**src/rtl/uart_io_ctrl_pkg.sv**
```systemverilog
// Shared constants and decode helpers for the memory-mapped UART responder.
// Address map, opcode encodings and status bit positions live here.
package uart_io_pkg;

    localparam logic [3:0]  WINDOW_BASE  = 4'h8;

    localparam logic [31:0] ADDR_TX_CTRL = 32'h8000_0000;
    localparam logic [31:0] ADDR_RX_CTRL = 32'h8000_0004;
    localparam logic [31:0] ADDR_TX_DATA = 32'h8000_0008;
    localparam logic [31:0] ADDR_RX_DATA = 32'h8000_000C;

    localparam logic [5:0]  OP_LW  = 6'h23;
    localparam logic [5:0]  OP_LB  = 6'h20;
    localparam logic [5:0]  OP_LBU = 6'h24;
    localparam logic [5:0]  OP_SW  = 6'h2B;
    localparam logic [5:0]  OP_SB  = 6'h28;

    localparam int unsigned TX_NOT_FULL_BIT  = 0;
    localparam int unsigned TX_DROP_BIT      = 1;
    localparam int unsigned RX_NOT_EMPTY_BIT = 0;

    typedef enum logic [1:0] {
        ACC_NONE,
        ACC_LOAD,
        ACC_STORE
    } acc_kind_e;

    typedef enum logic [2:0] {
        REG_NONE,
        REG_TX_CTRL,
        REG_RX_CTRL,
        REG_TX_DATA,
        REG_RX_DATA,
        REG_OTHER
    } reg_sel_e;

    function automatic acc_kind_e decode_op(input logic [5:0] op);
        case (op)
            OP_LW, OP_LB, OP_LBU: return ACC_LOAD;
            OP_SW, OP_SB:         return ACC_STORE;
            default:              return ACC_NONE;
        endcase
    endfunction

    // Low two address bits are masked so byte offsets alias onto the word register.
    function automatic reg_sel_e decode_addr(input logic [31:0] addr);
        logic [31:0] word;
        word = addr & 32'hFFFF_FFFC;
        if (word[31:28] != WINDOW_BASE) return REG_NONE;
        case (word)
            ADDR_TX_CTRL: return REG_TX_CTRL;
            ADDR_RX_CTRL: return REG_RX_CTRL;
            ADDR_TX_DATA: return REG_TX_DATA;
            ADDR_RX_DATA: return REG_RX_DATA;
            default:      return REG_OTHER;
        endcase
    endfunction

endpackage

```
**src/rtl/uart_io_ctrl_if.sv**
```systemverilog
// Memory-stage bus plus UART byte handshakes grouped for the UART responder.
interface uart_io_ctrl_if;

    logic        stall;
    logic [31:0] addrM;
    logic [5:0]  opcodeM;
    logic [7:0]  wdataM;
    logic        uartSel;
    logic [31:0] rdataM;
    logic [7:0]  txData;
    logic        txValid;
    logic        txReady;
    logic [7:0]  rxData;
    logic        rxValid;
    logic        rxReady;

    modport master (
        output stall, addrM, opcodeM, wdataM, txReady, rxData, rxValid,
        input  uartSel, rdataM, txData, txValid, rxReady
    );

    modport slave (
        input  stall, addrM, opcodeM, wdataM, txReady, rxData, rxValid,
        output uartSel, rdataM, txData, txValid, rxReady
    );

endinterface

```
**src/rtl/uart_io_ctrl_sync_fifo.sv**
```systemverilog
// Single-clock FIFO; pushes when full and pops when empty are ignored.
// dout reads zero while empty so stale storage never leaks to consumers.
module sync_fifo #(
    parameter int unsigned WIDTH = 8,
    parameter int unsigned DEPTH = 4
) (
    input  logic             clk,
    input  logic             reset,
    input  logic             push,
    input  logic             pop,
    input  logic [WIDTH-1:0] din,
    output logic [WIDTH-1:0] dout,
    output logic             full,
    output logic             empty
);

    localparam int unsigned AW        = $clog2(DEPTH);
    localparam logic [AW:0] DEPTH_CNT = (AW+1)'(DEPTH);
    localparam logic [AW:0] LAST_IDX  = (AW+1)'(DEPTH - 1);

    logic [WIDTH-1:0] mem [DEPTH];
    logic [AW:0]      rd_ptr;
    logic [AW:0]      wr_ptr;
    logic [AW:0]      count;
    logic             do_push;
    logic             do_pop;

    function automatic logic [AW:0] bump(input logic [AW:0] p);
        return (p == LAST_IDX) ? '0 : p + (AW+1)'(1);
    endfunction

    assign full    = (count == DEPTH_CNT);
    assign empty   = (count == '0);
    assign do_push = push && !full;
    assign do_pop  = pop && !empty;
    assign dout    = empty ? '0 : mem[rd_ptr[AW-1:0]];

    always_ff @(posedge clk or negedge reset) begin
        if (!reset) begin
            rd_ptr <= '0;
            wr_ptr <= '0;
            count  <= '0;
        end else begin
            if (do_push) wr_ptr <= bump(wr_ptr);
            if (do_pop)  rd_ptr <= bump(rd_ptr);
            case ({do_push, do_pop})
                2'b10:   count <= count + (AW+1)'(1);
                2'b01:   count <= count - (AW+1)'(1);
                default: count <= count;
            endcase
        end
    end

    // Storage needs no reset: the pointers alone define which entries are live.
    always_ff @(posedge clk) begin
        if (do_push) mem[wr_ptr[AW-1:0]] <= din;
    end

endmodule

```
**src/rtl/uart_io_ctrl.sv**
```systemverilog
// UART responder: decodes memory-stage accesses to the UART window, buffers
// bytes through TX/RX FIFOs and returns status or RX data to write-back.
module uart_io_ctrl
    import uart_io_pkg::*;
#(
    parameter int unsigned TX_DEPTH = 4,
    parameter int unsigned RX_DEPTH = 4
) (
    input  logic          clk,
    input  logic          reset,
    uart_io_ctrl_if.slave bus
);

    acc_kind_e   acc;
    reg_sel_e    sel;
    logic        is_load;
    logic        tx_store;
    logic        rx_load;
    logic        tx_ctrl_load;

    logic        tx_full;
    logic        tx_empty;
    logic [7:0]  tx_dout;
    logic        tx_pop;
    logic        tx_drop;

    logic        rx_full;
    logic        rx_empty;
    logic [7:0]  rx_dout;
    logic        rx_push;

    logic [31:0] load_data;

    assign acc          = decode_op(bus.opcodeM);
    assign sel          = decode_addr(bus.addrM);
    assign is_load      = (acc == ACC_LOAD) && (sel != REG_NONE);
    assign tx_store     = !bus.stall && (acc == ACC_STORE) && (sel == REG_TX_DATA);
    assign rx_load      = !bus.stall && is_load && (sel == REG_RX_DATA);
    assign tx_ctrl_load = !bus.stall && is_load && (sel == REG_TX_CTRL);

    assign tx_pop      = !tx_empty && bus.txReady;
    assign rx_push     = bus.rxValid && !rx_full;

    sync_fifo #(
        .WIDTH (8),
        .DEPTH (TX_DEPTH)
    ) u_tx_fifo (
        .clk   (clk),
        .reset (reset),
        .push  (tx_store),
        .pop   (tx_pop),
        .din   (bus.wdataM),
        .dout  (tx_dout),
        .full  (tx_full),
        .empty (tx_empty)
    );

    sync_fifo #(
        .WIDTH (8),
        .DEPTH (RX_DEPTH)
    ) u_rx_fifo (
        .clk   (clk),
        .reset (reset),
        .push  (rx_push),
        .pop   (rx_load),
        .din   (bus.rxData),
        .dout  (rx_dout),
        .full  (rx_full),
        .empty (rx_empty)
    );

    // Fullness is sampled pre-edge, so a store racing a UART pop on a full FIFO still drops.
    always_ff @(posedge clk or negedge reset) begin
        if (!reset) begin
            tx_drop <= 1'b0;
        end else if (tx_store && tx_full) begin
            tx_drop <= 1'b1;
        end else if (tx_ctrl_load) begin
            tx_drop <= 1'b0;
        end
    end

    always_comb begin
        load_data = '0;
        if (reset && is_load) begin
            case (sel)
                REG_TX_CTRL: begin
                    load_data[TX_NOT_FULL_BIT] = !tx_full;
                    load_data[TX_DROP_BIT]     = tx_drop;
                end
                REG_RX_CTRL: load_data[RX_NOT_EMPTY_BIT] = !rx_empty;
                REG_RX_DATA: begin
                    if (bus.opcodeM == OP_LB) load_data = {{24{rx_dout[7]}}, rx_dout};
                    else                      load_data = {24'h0, rx_dout};
                end
                default: load_data = '0;
            endcase
        end
    end

    assign bus.uartSel = is_load;
    assign bus.rdataM  = load_data;
    assign bus.txValid = !tx_empty;
    assign bus.txData  = tx_dout;
    assign bus.rxReady = !rx_full;

endmodule

```
**src/flat_wrapper.sv**
```systemverilog
// flat-port wrapper written by rule: the top's interface ports become plain ports
module uart_io_ctrl_flat import uart_io_pkg::*;
#(
    parameter int unsigned TX_DEPTH = 4,
    parameter int unsigned RX_DEPTH = 4
)
  (clk, reset, bus_stall, bus_addrM, bus_opcodeM, bus_wdataM, bus_txReady, bus_rxData, bus_rxValid, bus_uartSel, bus_rdataM, bus_txData, bus_txValid, bus_rxReady);
  uart_io_ctrl_if bus_i ();
  input  logic clk;
  input  logic reset;
  input wire logic [$bits(bus_i.stall)-1:0] bus_stall;
  input wire logic [$bits(bus_i.addrM)-1:0] bus_addrM;
  input wire logic [$bits(bus_i.opcodeM)-1:0] bus_opcodeM;
  input wire logic [$bits(bus_i.wdataM)-1:0] bus_wdataM;
  input wire logic [$bits(bus_i.txReady)-1:0] bus_txReady;
  input wire logic [$bits(bus_i.rxData)-1:0] bus_rxData;
  input wire logic [$bits(bus_i.rxValid)-1:0] bus_rxValid;
  output wire logic [$bits(bus_i.uartSel)-1:0] bus_uartSel;
  output wire logic [$bits(bus_i.rdataM)-1:0] bus_rdataM;
  output wire logic [$bits(bus_i.txData)-1:0] bus_txData;
  output wire logic [$bits(bus_i.txValid)-1:0] bus_txValid;
  output wire logic [$bits(bus_i.rxReady)-1:0] bus_rxReady;
  assign bus_i.stall = bus_stall;
  assign bus_i.addrM = bus_addrM;
  assign bus_i.opcodeM = bus_opcodeM;
  assign bus_i.wdataM = bus_wdataM;
  assign bus_i.txReady = bus_txReady;
  assign bus_i.rxData = bus_rxData;
  assign bus_i.rxValid = bus_rxValid;
  assign bus_uartSel = bus_i.uartSel;
  assign bus_rdataM = bus_i.rdataM;
  assign bus_txData = bus_i.txData;
  assign bus_txValid = bus_i.txValid;
  assign bus_rxReady = bus_i.rxReady;
  uart_io_ctrl #(.TX_DEPTH(TX_DEPTH), .RX_DEPTH(RX_DEPTH)) u_core (.clk(clk), .reset(reset), .bus(bus_i));
endmodule
```
**config.mk**
```make
export PLATFORM = sky130hd
export DESIGN_NAME = uart_io_ctrl_flat
export DESIGN_NICKNAME = d
export VERILOG_FILES = /design/src/rtl/uart_io_ctrl_pkg.sv /design/src/rtl/uart_io_ctrl_if.sv /design/src/rtl/uart_io_ctrl_sync_fifo.sv /design/src/rtl/uart_io_ctrl.sv /design/src/flat_wrapper.sv
export SDC_FILE = /design/constraint.sdc
export NUM_CORES = 1
export LEC_CHECK = 0
export CAP_MARGIN = 10
export CORE_MARGIN = 1
export CORE_UTILIZATION = 35
export DETAILED_ROUTE_END_ITERATION = 10
export GPL_ROUTABILITY_DRIVEN = 0
export PLACE_DENSITY = 0.61
export SETUP_SLACK_MARGIN = 0.1
export SLEW_MARGIN = 20
export SYNTH_ARGS = -nofsm -noshare
export SYNTH_HDL_FRONTEND = slang
export SYNTH_HIERARCHICAL = 1
export SYNTH_SLANG_ARGS = --single-unit
```
**constraint.sdc**
```tcl
create_clock -name clk -period 4.9 [get_ports clk]
set_input_delay 0.98 -clock clk [delete_from_list [all_inputs] [get_ports clk]]
set_output_delay 0.98 -clock clk [all_outputs]
set_load 0.02 [all_outputs]
```
== Word-level counts from Yosys, hierarchy flattened ==
Memories as Yosys holds them, arrays and structs flattened.
Index checks and enable logic that the tools add are counted.

* Memories kept: 2
* Bits in writable memories: 64
* Input port bits: 59
* Output and inout port bits: 43
* Flip-flop bits (word level): 19

{| class="wikitable"
|+ Memory list
! name !! depth !! bits a word !! rd ports !! clocked after Yosys merged registers in !! wr ports !! RTL line !! text
|-
| u_core.u_rx_fifo.mem || 4 || 8 || 1 || 0 || 1 || uart_io_ctrl_sync_fifo.sv:21 || <nowiki>logic [WIDTH-1:0] mem [DEPTH];</nowiki>
|-
| u_core.u_tx_fifo.mem || 4 || 8 || 1 || 0 || 1 || uart_io_ctrl_sync_fifo.sv:21 ||
|}

* Muxes and demuxes: 24
* Reduce and logical (&&, ||, !) cells: 27
* Equality and inequality tests: 26
* Add/sub/neg operators: 8

{| class="wikitable"
|+ Operators with widths
! cell !! count
|-
| $eq A30 B30 Y1 const B || 4
|-
| $mux W32 || 2
|-
| $eq A6 B6 Y1 const B || 5
|-
| $mux W30 || 1
|-
| $add A3 B1 Y3 const B || 6
|-
| $eq A3 B2 Y1 const B || 6
|-
| $mux W3 || 6
|-
| $mux W8 || 2
|-
| $logic_and A1 B1 Y1 || 14
|-
| $pmux W3 S2 || 2
|-
| $pmux W3 S4 || 1
|-
| $eq A3 B3 Y1 const B || 3
|-
| $mux W1 || 7
|-
| $eq A2 B1 Y1 const B || 3
|-
| $eq A2 B2 Y1 const B || 3
|-
| $logic_not A3 Y1 || 2
|-
| $reduce_bool A2 Y1 || 3
|-
| $sub A3 B1 Y3 const B || 2
|-
| $logic_not A1 Y1 || 5
|-
| $ne A4 B4 Y1 const B || 1
|-
| $pmux W2 S2 || 1
|-
| $eq A3 B1 Y1 const B || 1
|-
| $pmux W1 S3 || 1
|-
| $reduce_bool A3 Y1 || 1
|-
| other kinds (3) || 3
|}

== Depth between registers and ports, before layout ==
* Depth in word-level cells: 10
* Gate-level depth with buffers: 12

== Hierarchy ==
The synthesis kept the hierarchy.

{| class="wikitable"
|+ By module, submodules not included
! module !! cells an instance !! sequential area each (sq um) !! instances !! area each (sq um)
|-
| sync_fifo (u_core.u_tx_fifo) || 99 || 1186.1 || 1 || 1766.7
|-
| sync_fifo (u_core.u_rx_fifo) || 98 || 1186.1 || 1 || 1759.2
|-
| uart_io_ctrl || 74 || 25.0 || 1 || 563.0
|}

== Worst setup path after synthesis ==
No wires, ideal clock.

* Path type: input port to output port
* Start point: input port bus_addrM[29]
* End point: output port bus_rdataM[10]
* Path slack: 0.330 ns
* Required time: 3.920 ns
* Path buffers: 1
* Cell stages on the path: 5
* Arrival time: 3.590 ns
* Cells stage by stage: nor4b_4 o211ai_4 nor4_4 nor4b_2 buf_4

* Cells in the longest elaborated chain, start to end: 7
* Elaborated cells between the ends (all ways): 14

{| class="wikitable"
|+ RTL lines
! element !! RTL line !! text
|-
| from (decl) || flat_wrapper.sv:12 || <nowiki>input wire logic [$bits(bus_i.addrM)-1:0] bus_addrM;</nowiki>
|-
| $eq A30 B30 Y1 or $ne A4 B4 Y1 (tied branches) || uart_io_ctrl_pkg.sv:50, uart_io_ctrl_pkg.sv:49 ||
|-
| $pmux W3 S4 or $mux W1 (tied branches) || uart_io_ctrl_pkg.sv:50, uart_io_ctrl_pkg.sv:49 ||
|-
| $mux W3 (*) || uart_io_ctrl_pkg.sv:50 || <nowiki>case (word)</nowiki>
|-
| $reduce_bool A3 Y1 || uart_io_ctrl.sv:36 || <nowiki>assign is_load = (acc == ACC_LOAD) && (sel != REG_NONE);</nowiki>
|-
| $logic_and A1 B1 Y1 || uart_io_ctrl.sv:36 ||
|-
| $logic_and A1 B1 Y1 || uart_io_ctrl.sv:85 || <nowiki>if (reset && is_load) begin</nowiki>
|-
| $mux W32 (*) || uart_io_ctrl.sv:85 ||
|-
| to (decl) || flat_wrapper.sv:19 || <nowiki>output wire logic [$bits(bus_i.rdataM)-1:0] bus_rdataM;</nowiki>
|}

Mark *: on every way between the ends. The rest lies on a longest branch, timed or not.

== Final worst setup path ==
* Start point: input port bus_addrM[29]
* End point: output port bus_rdataM[26]

Same word-level chain as after synthesis.

==> impl_metrics.tcl <==
set metrics [dict create \
    insertion_delay_ps 330 \
    instances_no_fill 503 \
    power_density_nw_per_um2 415 \
    drc 0 \
    min_period_over_period_pct 91.5 \
    total_leakage_power_nw 1.94 \
    fin_nets 428 \
    dieArea_sq_um 12100 \
    fill_cells 1014 \
    post-synth-top-area-fraction_pct 47.0 \
    dp.cells 487 \
    cp_max_fo 24 \
    period_needed_ps 4480 \
    maxSlewHeadroom_pct 56.3 \
    ys_seq_area_share_pct 58.6 \
    yosysMostFrequentCell "edfxtp_1" \
    drtIter0Drc 78 \
    areaGrowthSynthToFinish_pct 30.4 \
    htree_levels 3 \
    irDropWorstVdd_mv 0.173 \
    first_pass_iters 4 \
    grt_overflow 0 \
    cts.sinks 83 \
    synth_nets 344 \
    placedInstanceArea_sq_um 5070 \
    crit_path_top_delay_cell "clkdlybuf4s50_1" \
    drv_slew 0 \
    die_x_um 110 \
    cts_hold_buf 0 \
    max_freq_mhz 223 \
    die_y_um 110 \
    crit_path_max_incr_delay_ps 640 \
    setup_viol_count_final 0 \
    synth_top_flop_cell "edfxtp_1" \
    track_usage_pct 13.3 \
    grt_setup_unrepaired "no" \
    grt_antenna_before_repair 0 \
    final-hold-violation-count 0 \
    crit_type "in -> out" \
    synth_area_per_cell_sq_um 15.1 \
    dp_hpwl_mm 5.35 \
    drive_above_1_share_pct 14.2 \
    synth_top_area_cell "edfxtp_1" \
    worst_pin_slew_ps 656 \
    io_pins 102 \
    crit_chain "clkdlybuf4s50_1, nor4b_4, o211ai_4, nor4_4, nor4b_2, buf_4, clkdlybuf4s50_1" \
    grt_pass1_wl_mm 11.8 \
    async_flop_share_pct 22.9 \
    port_buffers 99 \
    min_path_type "reg -> reg" \
    fin_tns_setup_ps 0 \
    numCtsBuffers 9 \
    skew_ps 4.40 \
    grt_max_degree 25 \
    max_cap_violations 0 \
    ant_nets 0 \
    clkTransAtPathRegs_ps 60 \
    crit_path_end_kind "output pin" \
    cp.arrival_ps 3500 \
    crit_path_frequent_cell "clkdlybuf4s50_1" \
    num_rows 39 \
    grt_pass1_vias 2409 \
    wirelength_mm 7.56 \
    cts_tree "yes" \
    syn_area_sq_um 4090 \
    vias 2363 \
    synth_edf_count 64 \
    final_area_sq_um 5330 \
    synth_seq_cells 83 \
    crit_required_ps 3920 \
    synth_cells 271 \
    wl_per_cell_um 15.0 \
    critical_path.startpoint_type "input pin" \
    pre_cts_slack_ps 362 \
    clockBufferDepth 2 \
    via_per_inst 4.70 \
    status "completed" \
    fp.coreArea_sq_um 11400 \
    ys.warnings.count 6 \
    antenna_cells 0 \
    initial_utilization_pct 35.8 \
    root_buffer "clkbuf_16" \
    yosys-top-cells-area "edfxtp_1, dfrtp_1, mux4_2" \
    worst_slack_ps 417 \
    post-cts-setup-buffer-count 0 \
    cts_resized 0 \
    ys_types 43 \
    synth_commonest_cells "edfxtp_1, buf_4, inv_1, nor2b_1, dfrtp_1" \
    whs_ps 500 \
]
[metal layers]
layer / vias up / part of all wire (%) / global-route usage (%) / routed length (um)
met1: 1153 / 43 / 16.3 / 3280
met2: 71 / 48 / 21.8 / 3630
met5: - / 0 / 0 / 0
met4: 0 / 1.7 / 6.00 / 129
li1: 1131 / - / - / -
met3: 8 / 7.0 / 3.70 / 526
[path summary, 6_finish.rpt]
path / to / depth (start not counted) / start / slack [ps]
max: bus_rdataM[26] / 7 / bus_addrM[29] / 420
min: u_core/u_rx_fifo/rd_ptr[2] / 2 / u_core/u_rx_fifo/rd_ptr[2] / 500
max reg2reg: u_core/u_rx_fifo/count[2] / 10 / u_core/u_rx_fifo/count[2] / 2660
min reg2reg: u_core/u_rx_fifo/rd_ptr[2] / 2 / u_core/u_rx_fifo/rd_ptr[2] / 500
max in group asynchronous: u_core/u_tx_fifo/rd_ptr[0] / 2 / reset / 3550
min in group asynchronous: u_core/u_rx_fifo/count[2] / 2 / reset / 1150
[through the flow]
stage	total power, mW	util (%)
2_1_floorplan	1.40	-
3_3_place_gp	1.63	44.4
3_5_place_dp	1.65	44.4
4_1_cts	2.24	46.7
5_1_grt	2.35	46.7
6_report	2.21	46.7
[layout make-up]
type | count | area, sq um | area share (%)
Sequential cell | 83 | 2400 | 44.9
Multi-Input combinational cell | 135 | 1390 | 26.0
Timing Repair Buffer | 103 | 1020 | 19.1
Clock buffer | 10 | 229 | 4.29
Tap cell | 143 | 179 | 3.35
Inverter | 23 | 86.3 | 1.62
Clock inverter | 6 | 32.5 | 0.610
[placed cells by master, fill, tap and decap left out, types with 2 or more instances in the layout]
cell type        synthesis  layout
a21oi_1                  9       9
and2_1                   9       9
and3_1                   6       6
buf_4                   23       4
clkbuf_16                0       9
clkdlybuf4s50_1          0      99
clkinv_1                 0       2
clkinv_2                 0       2
clkinvlp_4               0       2
dfrtp_1                 19      19
edfxtp_1                64      64
fa_1                     2       2
ha_1                    12      12
inv_1                   23      23
mux2_4                   6       6
mux2i_1                  4       4
mux4_2                  16      16
nand3_1                  2       2
nand4_1                  2       2
nor2_1                   5       5
nor2b_1                 23      23
nor2b_4                  2       2
nor3_4                   2       2
nor3b_2                  3       3
nor4_1                   7       7
o21ai_0                  2       2
xnor2_1                  3       3
xor2_1                   4       4
[cell families (layout without fill, tap and decap cells)]
logic type,after synthesis,in the layout,synth area share (%)
adders and majority gates,14,14,4.65
AOI/OAI and AO/OA,17,17,2.82
xor gates and xnor gates,7,7,1.50
and+or+nand+nor,71,71,13.0
buffers and inverters,53,142,7.41
muxes,26,26,12.0
DFF,83,83,58.6
[worst max-delay path: cells and delay by family]
| family | cells | cell delay, ps |
|---|---|---|
| buffers and inverters | 3 | 1340 |
| AOI/OAI and AO/OA | 1 | 170 |
| and+or+nand+nor | 3 | 1000 |
[report_power, final]
group	switching (mW)	total [mW]	internal, mW
Combinational	0.298	0.648	0.349
Sequential	0.106	0.975	0.869
Clock	0.253	0.590	0.337
Total	0.658	2.21	1.56
[sequential cells by signal, summed over array words and instances (netlist names)]
name	cells
u_core/u_rx_fifo/mem	32
u_core/u_tx_fifo/mem	32
u_core/u_rx_fifo/count	3
u_core/u_rx_fifo/rd_ptr	3
u_core/u_rx_fifo/wr_ptr	3
u_core/u_tx_fifo/count	3
u_core/u_tx_fifo/rd_ptr	3
u_core/u_tx_fifo/wr_ptr	3
u_core/tx_drop	1
(Power assumes the default switching activity.)
